**src/rtl/kp_int_receiver_if.sv**
```systemverilog
// Bus bundle between the keypad/CPU side and kp_int_receiver.
// master = keypad FSM + CPU (drives strobes/data), slave = receiver.
interface kp_int_receiver_if #(
  parameter int unsigned DATA_W = 8,
  parameter int unsigned DEPTH  = 4
);
  localparam int unsigned CNT_W = $clog2(DEPTH) + 1;

  logic              int_in;
  logic [DATA_W-1:0] key_data;
  logic              int_en;
  logic              int_ack;
  logic              rd_strobe;
  logic              irq_out;
  logic [DATA_W-1:0] key_out;
  logic [CNT_W-1:0]  count;
  logic              overflow;

  modport master (
    output int_in, key_data, int_en, int_ack, rd_strobe,
    input  irq_out, key_out, count, overflow
  );

  modport slave (
    input  int_in, key_data, int_en, int_ack, rd_strobe,
    output irq_out, key_out, count, overflow
  );
endinterface

```
**src/rtl/kp_int_receiver.sv**
```systemverilog
// Keypad interrupt receiver: pulse qualifier, key-code FIFO and IRQ request FSM.
// Optional macro KP_INT_OVERWRITE_EN: a push into a full FIFO replaces the oldest entry.
module kp_int_receiver #(
  parameter int unsigned DATA_W    = 8,
  parameter int unsigned DEPTH     = 4,
  parameter int unsigned MIN_PULSE = 2
) (
  input  logic clk,
  input  logic rst,
  kp_int_receiver_if.slave bus
);
  localparam int unsigned PTR_W = $clog2(DEPTH);
  localparam int unsigned CNT_W = PTR_W + 1;
  localparam int unsigned HI_W  = 3;

  typedef enum logic [1:0] {IDLE, REQ, SERVICE} state_t;

  state_t            state, state_next;
  logic [HI_W-1:0]   hi_cnt, hi_cnt_next;
  logic [DATA_W-1:0] mem [DEPTH];
  logic [PTR_W-1:0]  wr_ptr, rd_ptr, wr_next, rd_next;
  logic [CNT_W-1:0]  count_q, count_next;
  logic [DATA_W-1:0] key_q, head_next;
  logic              overflow_q, irq_q;
  logic              capture, full, pop, push_do, drop_oldest, ov_set, inc;

  // Pulse qualifier: one capture per pulse, on the sample where hi_cnt reaches MIN_PULSE
  always_comb begin
    capture     = bus.int_in && (hi_cnt == HI_W'(MIN_PULSE - 1));
    hi_cnt_next = hi_cnt;
    if (!bus.int_in)
      hi_cnt_next = '0;
    else if (hi_cnt != HI_W'(MIN_PULSE))
      hi_cnt_next = hi_cnt + HI_W'(1);
  end

  // FIFO pointer/count bookkeeping and registered show-ahead head
  always_comb begin
    pop  = bus.rd_strobe && (count_q != '0);
    full = (count_q == CNT_W'(DEPTH));
`ifdef KP_INT_OVERWRITE_EN
    push_do     = capture;
    drop_oldest = capture && full && !pop;
`else
    push_do     = capture && (!full || pop);
    drop_oldest = 1'b0;
`endif
    ov_set  = capture && full && !pop;
    inc     = push_do && !drop_oldest;
    wr_next = push_do ? wr_ptr + PTR_W'(1) : wr_ptr;
    rd_next = (pop || drop_oldest) ? rd_ptr + PTR_W'(1) : rd_ptr;

    count_next = count_q;
    if (inc && !pop)
      count_next = count_q + CNT_W'(1);
    else if (!inc && pop)
      count_next = count_q - CNT_W'(1);

    // A fresh push becomes the head when it lands where the new read pointer points
    if (count_next == '0)
      head_next = '0;
    else if (push_do && (rd_next == wr_ptr))
      head_next = bus.key_data;
    else
      head_next = mem[rd_next];
  end

  // Request FSM next-state
  always_comb begin
    state_next = state;
    unique case (state)
      IDLE:    if (count_q != '0 && bus.int_en) state_next = REQ;
      REQ: begin
        if (bus.int_ack)      state_next = SERVICE;
        else if (!bus.int_en) state_next = IDLE;
      end
      SERVICE: if (pop) state_next = IDLE;
      default: state_next = IDLE;
    endcase
  end

  always_ff @(posedge clk or posedge rst) begin
    if (rst) begin
      state      <= IDLE;
      irq_q      <= 1'b0;
      hi_cnt     <= '0;
      wr_ptr     <= '0;
      rd_ptr     <= '0;
      count_q    <= '0;
      overflow_q <= 1'b0;
      key_q      <= '0;
    end else begin
      state      <= state_next;
      irq_q      <= (state_next == REQ);
      hi_cnt     <= hi_cnt_next;
      wr_ptr     <= wr_next;
      rd_ptr     <= rd_next;
      count_q    <= count_next;
      overflow_q <= overflow_q | ov_set;
      key_q      <= head_next;
    end
  end

  // Storage needs no reset: entries are only visible through the counted head
  always_ff @(posedge clk) begin
    if (push_do)
      mem[wr_ptr] <= bus.key_data;
  end

  assign bus.irq_out  = irq_q;
  assign bus.key_out  = key_q;
  assign bus.count    = count_q;
  assign bus.overflow = overflow_q;
endmodule

```
**src/flat_wrapper.sv**
```systemverilog
// flat-port wrapper written by rule: the top's interface ports become plain ports
module kp_int_receiver_flat 
#(
  parameter int unsigned DATA_W    = 8,
  parameter int unsigned DEPTH     = 4,
  parameter int unsigned MIN_PULSE = 2
)
  (clk, rst, bus_int_in, bus_key_data, bus_int_en, bus_int_ack, bus_rd_strobe, bus_irq_out, bus_key_out, bus_count, bus_overflow);
  kp_int_receiver_if #(.DATA_W(DATA_W), .DEPTH(DEPTH)) bus_i ();
  input  logic clk;
  input  logic rst;
  input wire logic [$bits(bus_i.int_in)-1:0] bus_int_in;
  input wire logic [$bits(bus_i.key_data)-1:0] bus_key_data;
  input wire logic [$bits(bus_i.int_en)-1:0] bus_int_en;
  input wire logic [$bits(bus_i.int_ack)-1:0] bus_int_ack;
  input wire logic [$bits(bus_i.rd_strobe)-1:0] bus_rd_strobe;
  output wire logic [$bits(bus_i.irq_out)-1:0] bus_irq_out;
  output wire logic [$bits(bus_i.key_out)-1:0] bus_key_out;
  output wire logic [$bits(bus_i.count)-1:0] bus_count;
  output wire logic [$bits(bus_i.overflow)-1:0] bus_overflow;
  assign bus_i.int_in = bus_int_in;
  assign bus_i.key_data = bus_key_data;
  assign bus_i.int_en = bus_int_en;
  assign bus_i.int_ack = bus_int_ack;
  assign bus_i.rd_strobe = bus_rd_strobe;
  assign bus_irq_out = bus_i.irq_out;
  assign bus_key_out = bus_i.key_out;
  assign bus_count = bus_i.count;
  assign bus_overflow = bus_i.overflow;
  kp_int_receiver #(.DATA_W(DATA_W), .DEPTH(DEPTH), .MIN_PULSE(MIN_PULSE)) u_core (.clk(clk), .rst(rst), .bus(bus_i));
endmodule
```
**config.mk**
```make
export PLATFORM = sky130hd
export DESIGN_NAME = kp_int_receiver_flat
export DESIGN_NICKNAME = d
export VERILOG_FILES = /design/src/rtl/kp_int_receiver_if.sv /design/src/rtl/kp_int_receiver.sv /design/src/flat_wrapper.sv
export SDC_FILE = /design/constraint.sdc
export NUM_CORES = 1
export LEC_CHECK = 0
export CORE_MARGIN = 2
export CORE_UTILIZATION = 50
export CTS_BUF_LIST = sky130_fd_sc_hd__clkbuf_4 sky130_fd_sc_hd__clkbuf_8
export CTS_CLUSTER_SIZE = 10
export DETAILED_ROUTE_END_ITERATION = 10
export PLACE_DENSITY = 0.71
export RECOVER_POWER = 50
export SLEW_MARGIN = 5
export SYNTH_ARGS = -nofsm -noshare
export SYNTH_HDL_FRONTEND = slang
export SYNTH_SLANG_ARGS = --single-unit
```
**constraint.sdc**
```tcl
create_clock -name clk -period 2.3 [get_ports clk]
set_input_delay 0.575 -clock clk [delete_from_list [all_inputs] [get_ports clk]]
set_output_delay 0.575 -clock clk [all_outputs]
set_load 0.05 [all_outputs]
```
; After elaboration in Yosys (flattened, before gate mapping)
; Memory sizes are Yosys's and may differ from the RTL's.
; Index checks and enable logic that the tools add are counted.
[word_totals]
n_memories = 1
ff_bits = 22
ram_bits = 32
output_inout_bits = 13
[memory_table]
columns = name, depth, width, read_ports, rd_clocked_by_memory_dff, write_ports, line
row1 = u_core.mem, 4, 8, 1, 0, 1, kp_int_receiver.sv:20  ; logic [DATA_W-1:0] mem [DEPTH];
[op_classes]
addsub = 5
reduce_logical = 16
eq_ne = 8
bitwise_logic = 1
muxes = 14
[ops]
columns = op, count
row1 = $mux W8, 2
row2 = $mux W3, 4
row3 = $mux W2, 5
row4 = $logic_and A1 B1 Y1, 9
row5 = $add A3 B1 Y3 const B, 2
row6 = $pmux W2 S3, 1
row7 = $add A2 B1 Y2 const B, 2
row8 = $eq A2 B1 Y1 const B, 2
row9 = $eq A3 B1 Y1 const B, 1
row10 = $eq A3 B3 Y1 const B, 1
row11 = $logic_not A1 Y1, 3
row12 = $logic_not A3 Y1, 1
row13 = $ne A3 B2 Y1 const B, 1
row14 = $reduce_bool A3 Y1, 1
row15 = $sub A3 B1 Y3 const B, 1
row16 = $eq A2 B2 Y1, 1
row17 = $eq A2 B2 Y1 const B, 1
row18 = $logic_not A2 Y1, 1
row19 = $mux W1, 2
row20 = $ne A2 B1 Y1 const B, 1
row21 = $logic_or A1 B1 Y1, 1
row22 = $or A1 B1 Y1, 1

; Logic depth before layout (Yosys ltp)
[logic_depth]
word_depth = 10
ltp_mapped = 8

; Worst setup path after synthesis
; No wires, ideal clock.
[synth_path]
path_type = register -> register
from = register u_core.count_q[1], in the netlist u_core.bus.count[1]
to = register u_core.key_q[0], in the netlist u_core.bus.key_out[0]
stages_incl_launch_ff = 8
arrival_ps = 2126
period_less_slack_ps = 2257
path_slack_ps = 43
t_required_ps = 2169
path_cell_list = dfrtp_1 inv_1 ha_1 and3b_1 nor2_2 nand4b_1 a31oi_4 nor3_1
[synth_between]
elab_chain_cells = 10
[synth_rtl]
columns = element, line
row1 = start: declaration, kp_int_receiver.sv:22  ; logic [CNT_W-1:0] count_q, count_next;
row2 = start signal: assignment, kp_int_receiver.sv:98  ; count_q <= count_next;
row3 = $eq A3 B3 Y1 / $reduce_bool A3 Y1 (equally long branches), "kp_int_receiver.sv:40, kp_int_receiver.sv:39"
row4 = $logic_not A1 Y1 / $logic_and A1 B1 Y1 (equally long branches), "kp_int_receiver.sv:45, kp_int_receiver.sv:39"
row5 = $logic_or A1 B1 Y1, kp_int_receiver.sv:45  ; push_do = capture && (!full || pop);
row6 = $logic_and A1 B1 Y1, kp_int_receiver.sv:45
row7 = $logic_not A1 Y1, kp_int_receiver.sv:56  ; else if (!inc && pop)
row8 = $logic_and A1 B1 Y1, kp_int_receiver.sv:56
row9 = $mux W3, kp_int_receiver.sv:56
row10 = $mux W3, kp_int_receiver.sv:54  ; if (inc && !pop)
row11 = $logic_not A3 Y1, kp_int_receiver.sv:60  ; if (count_next == '0)
row12 = $mux W8 *, kp_int_receiver.sv:60
row13 = via u_core.head_next[0], kp_int_receiver.sv:23  ; logic [DATA_W-1:0] key_q, head_next;
row14 = end signal: assignment, kp_int_receiver.sv:100  ; key_q <= head_next;
row15 = end: declaration, kp_int_receiver.sv:23
; Mark *: on every way through the listed nets, which the timed path passes. The rest lies on a longest branch.
; A chain may end at the register's enable or synchronous reset.

; Final worst setup path
[layout_path]
from = register u_core.count_q[1], in the netlist u_core.bus.count[1]
to = output port bus_count[1]
[layout_lines]
columns = element, line
row1 = end: declaration, flat_wrapper.sv:19  ; output wire logic [$bits(bus_i.count)-1:0] bus_count;
; No word-level cell between the ends.

==> impl_metrics.yaml <==
drt:
  drt-total-wl_mm: 5.54
  antenna_left: 0
  num_vias: 1950
  via_per_inst: 5.56
  drtIter0Drc: 208
  dr.pass1.iters: 4
  post_drt_wl_per_cell_microns: 15.8
  drc: 0
synthesis:
  synthTopCellsByArea: "edfxtp_1 (36%), dfrtp_1 (20%), ha_1 (4.7%)"
  synth_top_cell_area_share: 0.357
  synth.most_common_cell: "edfxtp_1"
  ys.flop_type: "edfxtp_1"
  ys_warn_count: 0
  yosysSeqAreaShare: 0.562
  avgSynthCellArea_sq_um: 11.5
  syn_inst: 233
  synthArstFlopShare: 0.407
  syn-num-nets: 257
  netlist_area_sq_um: 2690
  ys_types: 43
  synth_top_area_cell: "edfxtp_1"
  synth_edf_count: 32
  synthTopCellsByCount: "edfxtp_1 (32), dfrtp_1 (22), nor2_1 (20)"
  synth-seq-cells: 54
global_routing:
  grt_pass1_vias: 1891
  grt_pass1_wl_mm: 9.35
  grt_overflow: 0
  grt_antenna_before_repair: 0
  grtUsageTotal: 0.200
  grt_max_degree: 23
floorplanning:
  io_pins: 27
  die_area_sq_um: 5980
  core_region_area_sq_um: 5140
  initial_core_util: 0.523
  placementRows: 26
  die_h_microns: 77.4
  dieWidth_microns: 77.4
layout:
  final_util: 0.648
  area_delta_synth_final_pct: 23.9
  drive_above_1_share: 0.128
  antennaDiodeCount: 0
  fill_cells: 418
  instances_no_fill: 351
  fin_nets: 304
status:
  status: "finished clean"
placement:
  gp_congestion: 0.846
  port_buffers: 26
  dp.cells: 343
  pre_cts_ws_ps: -135
  hpwl_mm: 3.93
sta:
  setup_violations: 0
  worst_slew_pin_slew_ps: 1230
  fin_ws_ps: 84.2
  finClkSkew_ps: 14.7
  finalCriticalPeriod_ps: 2220
  fmax_ghz: 0.451
  final_max_slew_viol_count: 0
  finalHoldViolations: 0
  rsz0062_at_grt: "no"
  slew_headroom: 0.178
  min_period_over_period: 0.963
  setup_tns_ps: 0
worst_setup_path:
  cp_num_buf_inv: 2
  max_stage_delay_ps: 810
  critPathMaxFanout: 7
  crit_chain: "buf_4 -> clkdlybuf4s50_1"
  cp-end-kind: "output pin"
  crit_slowest_cell: "clkdlybuf4s50_1"
  critPathKind: "reg2out"
  startpoint_type: "flop"
  path_delay_family: "buffers and inverters"
  cp_data_arrival_time_ps: 1640
  crit_required_ps: 1730
cts:
  clock_latency_ps: 310
  hold_buffers: 0
  cts_buffers: 5
  h-tree-depth: 2
  clockBufferDepth: 2
  clock-sinks: 54
  root_buffer: "clkbuf_8"
  clk_pin_slew_ps: 100
  cts_tree: "built"
min_path:
  hold_path.class: "reg2reg"
power:
  peakVddDrop_uv: 590
  leakage_nw: 1.29
  powerDensity_nw_per_um2: 1300
  total_power_mw: 4.34
flow_run:
  max-cap-violations: 0
-- layer usage --
layer	track usage	part of all wire	vias up
met5	0	0	-
met4	0.0607	0.012	0
met3	0.0372	0.049	7
met2	0.301	0.47	53
met1	0.297	0.47	926
li1	-	-	964
-- report_power, final --
part | internal, mW | leakage, nW | switching [mW]
logic | 0.918 | 0.674 | 1.36
registers | 1.27 | 0.557 | 0.153
clock network | 0.325 | 0.0562 | 0.309
total | 2.52 | 1.29 | 1.82
-- worst paths after layout --
check                                         start               endpoint  slack, ps  cells past startpoint
worst max-delay path            u_core.bus.count[1]           bus_count[1]         80                      2
worst min-delay path            u_core.bus.overflow    u_core.bus.overflow        480                      1
worst max register to register  u_core.bus.count[1]  u_core.bus.key_out[6]        200                      7
worst min register to register  u_core.bus.overflow    u_core.bus.overflow        480                      1
max in group asynchronous                       rst       u_core.hi_cnt[1]        480                      3
min in group asynchronous                       rst       u_core.hi_cnt[2]       1100                      3
-- sequential cells by signal, summed over array words and instances, names as in the netlist --
| signal | cells |
|---|---|
| u_core.bus.count | 3 |
| u_core.bus.key_out | 8 |
| u_core.rd_ptr | 2 |
| u_core.hi_cnt | 3 |
| u_core.bus.overflow | 1 |
| u_core.mem | 32 |
| u_core.state | 2 |
| u_core.bus.irq_out | 1 |
| u_core.wr_ptr | 2 |
-- layout by cell type, fill, tap and decap left out, types with 4 or more instances in the layout --
master | Yosys | routed
clkbuf_8 | 0 | 5
inv_1 | 8 | 8
and2_1 | 5 | 4
mux2i_1 | 10 | 10
edfxtp_1 | 32 | 32
buf_4 | 0 | 20
a31oi_1 | 8 | 8
a21oi_1 | 13 | 13
dlygate4sd3_1 | 0 | 9
buf_12 | 0 | 4
nor2_1 | 20 | 20
xnor2_1 | 5 | 5
dfrtp_1 | 22 | 22
clkdlybuf4s50_1 | 0 | 17
ha_1 | 10 | 10
nand2b_1 | 6 | 6
o21ai_0 | 12 | 12
a2bb2oi_1 | 8 | 8
nor3_1 | 19 | 19
nand2_1 | 7 | 7
a211oi_1 | 8 | 8
-- kinds of logic (layout without fill, tap and decap cells) --
logic type                 after synthesis  after routing  synth area share
muxes                                   10             10            0.0372
and+or+nand+nor                         73             73             0.146
DFF                                     54             54             0.562
buffers and inverters                   19             67            0.0316
adders and majority gates               10             10            0.0465
AOI/OAI and AO/OA                       61             61             0.157
xor gates and xnor gates                 6              6            0.0195
-- repair_timing --
action,CTS,global route
buffers inserted,0,0
resized for setup,0,1
endpoints found under the setup margin,0,1
hold endpoints to repair,0,0
-- final cells by class --
| class | count | area [sq um] | share of cell area |
|---|---|---|---|
| well taps | 70 | 87.6 | 0.0263 |
| clock buffers | 5 | 68.8 | 0.0206 |
| flip-flops and latches | 54 | 1510 | 0.453 |
| repair buffers | 51 | 494 | 0.148 |
| multi-input cells | 160 | 1100 | 0.330 |
| clock inverters | 3 | 42.5 | 0.0128 |
| inverters | 8 | 30.0 | 0.00901 |
-- stage by stage --
step	area, sq um	hold WS, ps
after detailed placement	3220	460
final	3330	478
after CTS	3330	484
after floorplan	2690	448
after global placement	3220	461
after global routing	3330	525
(Power assumes the default switching activity.)
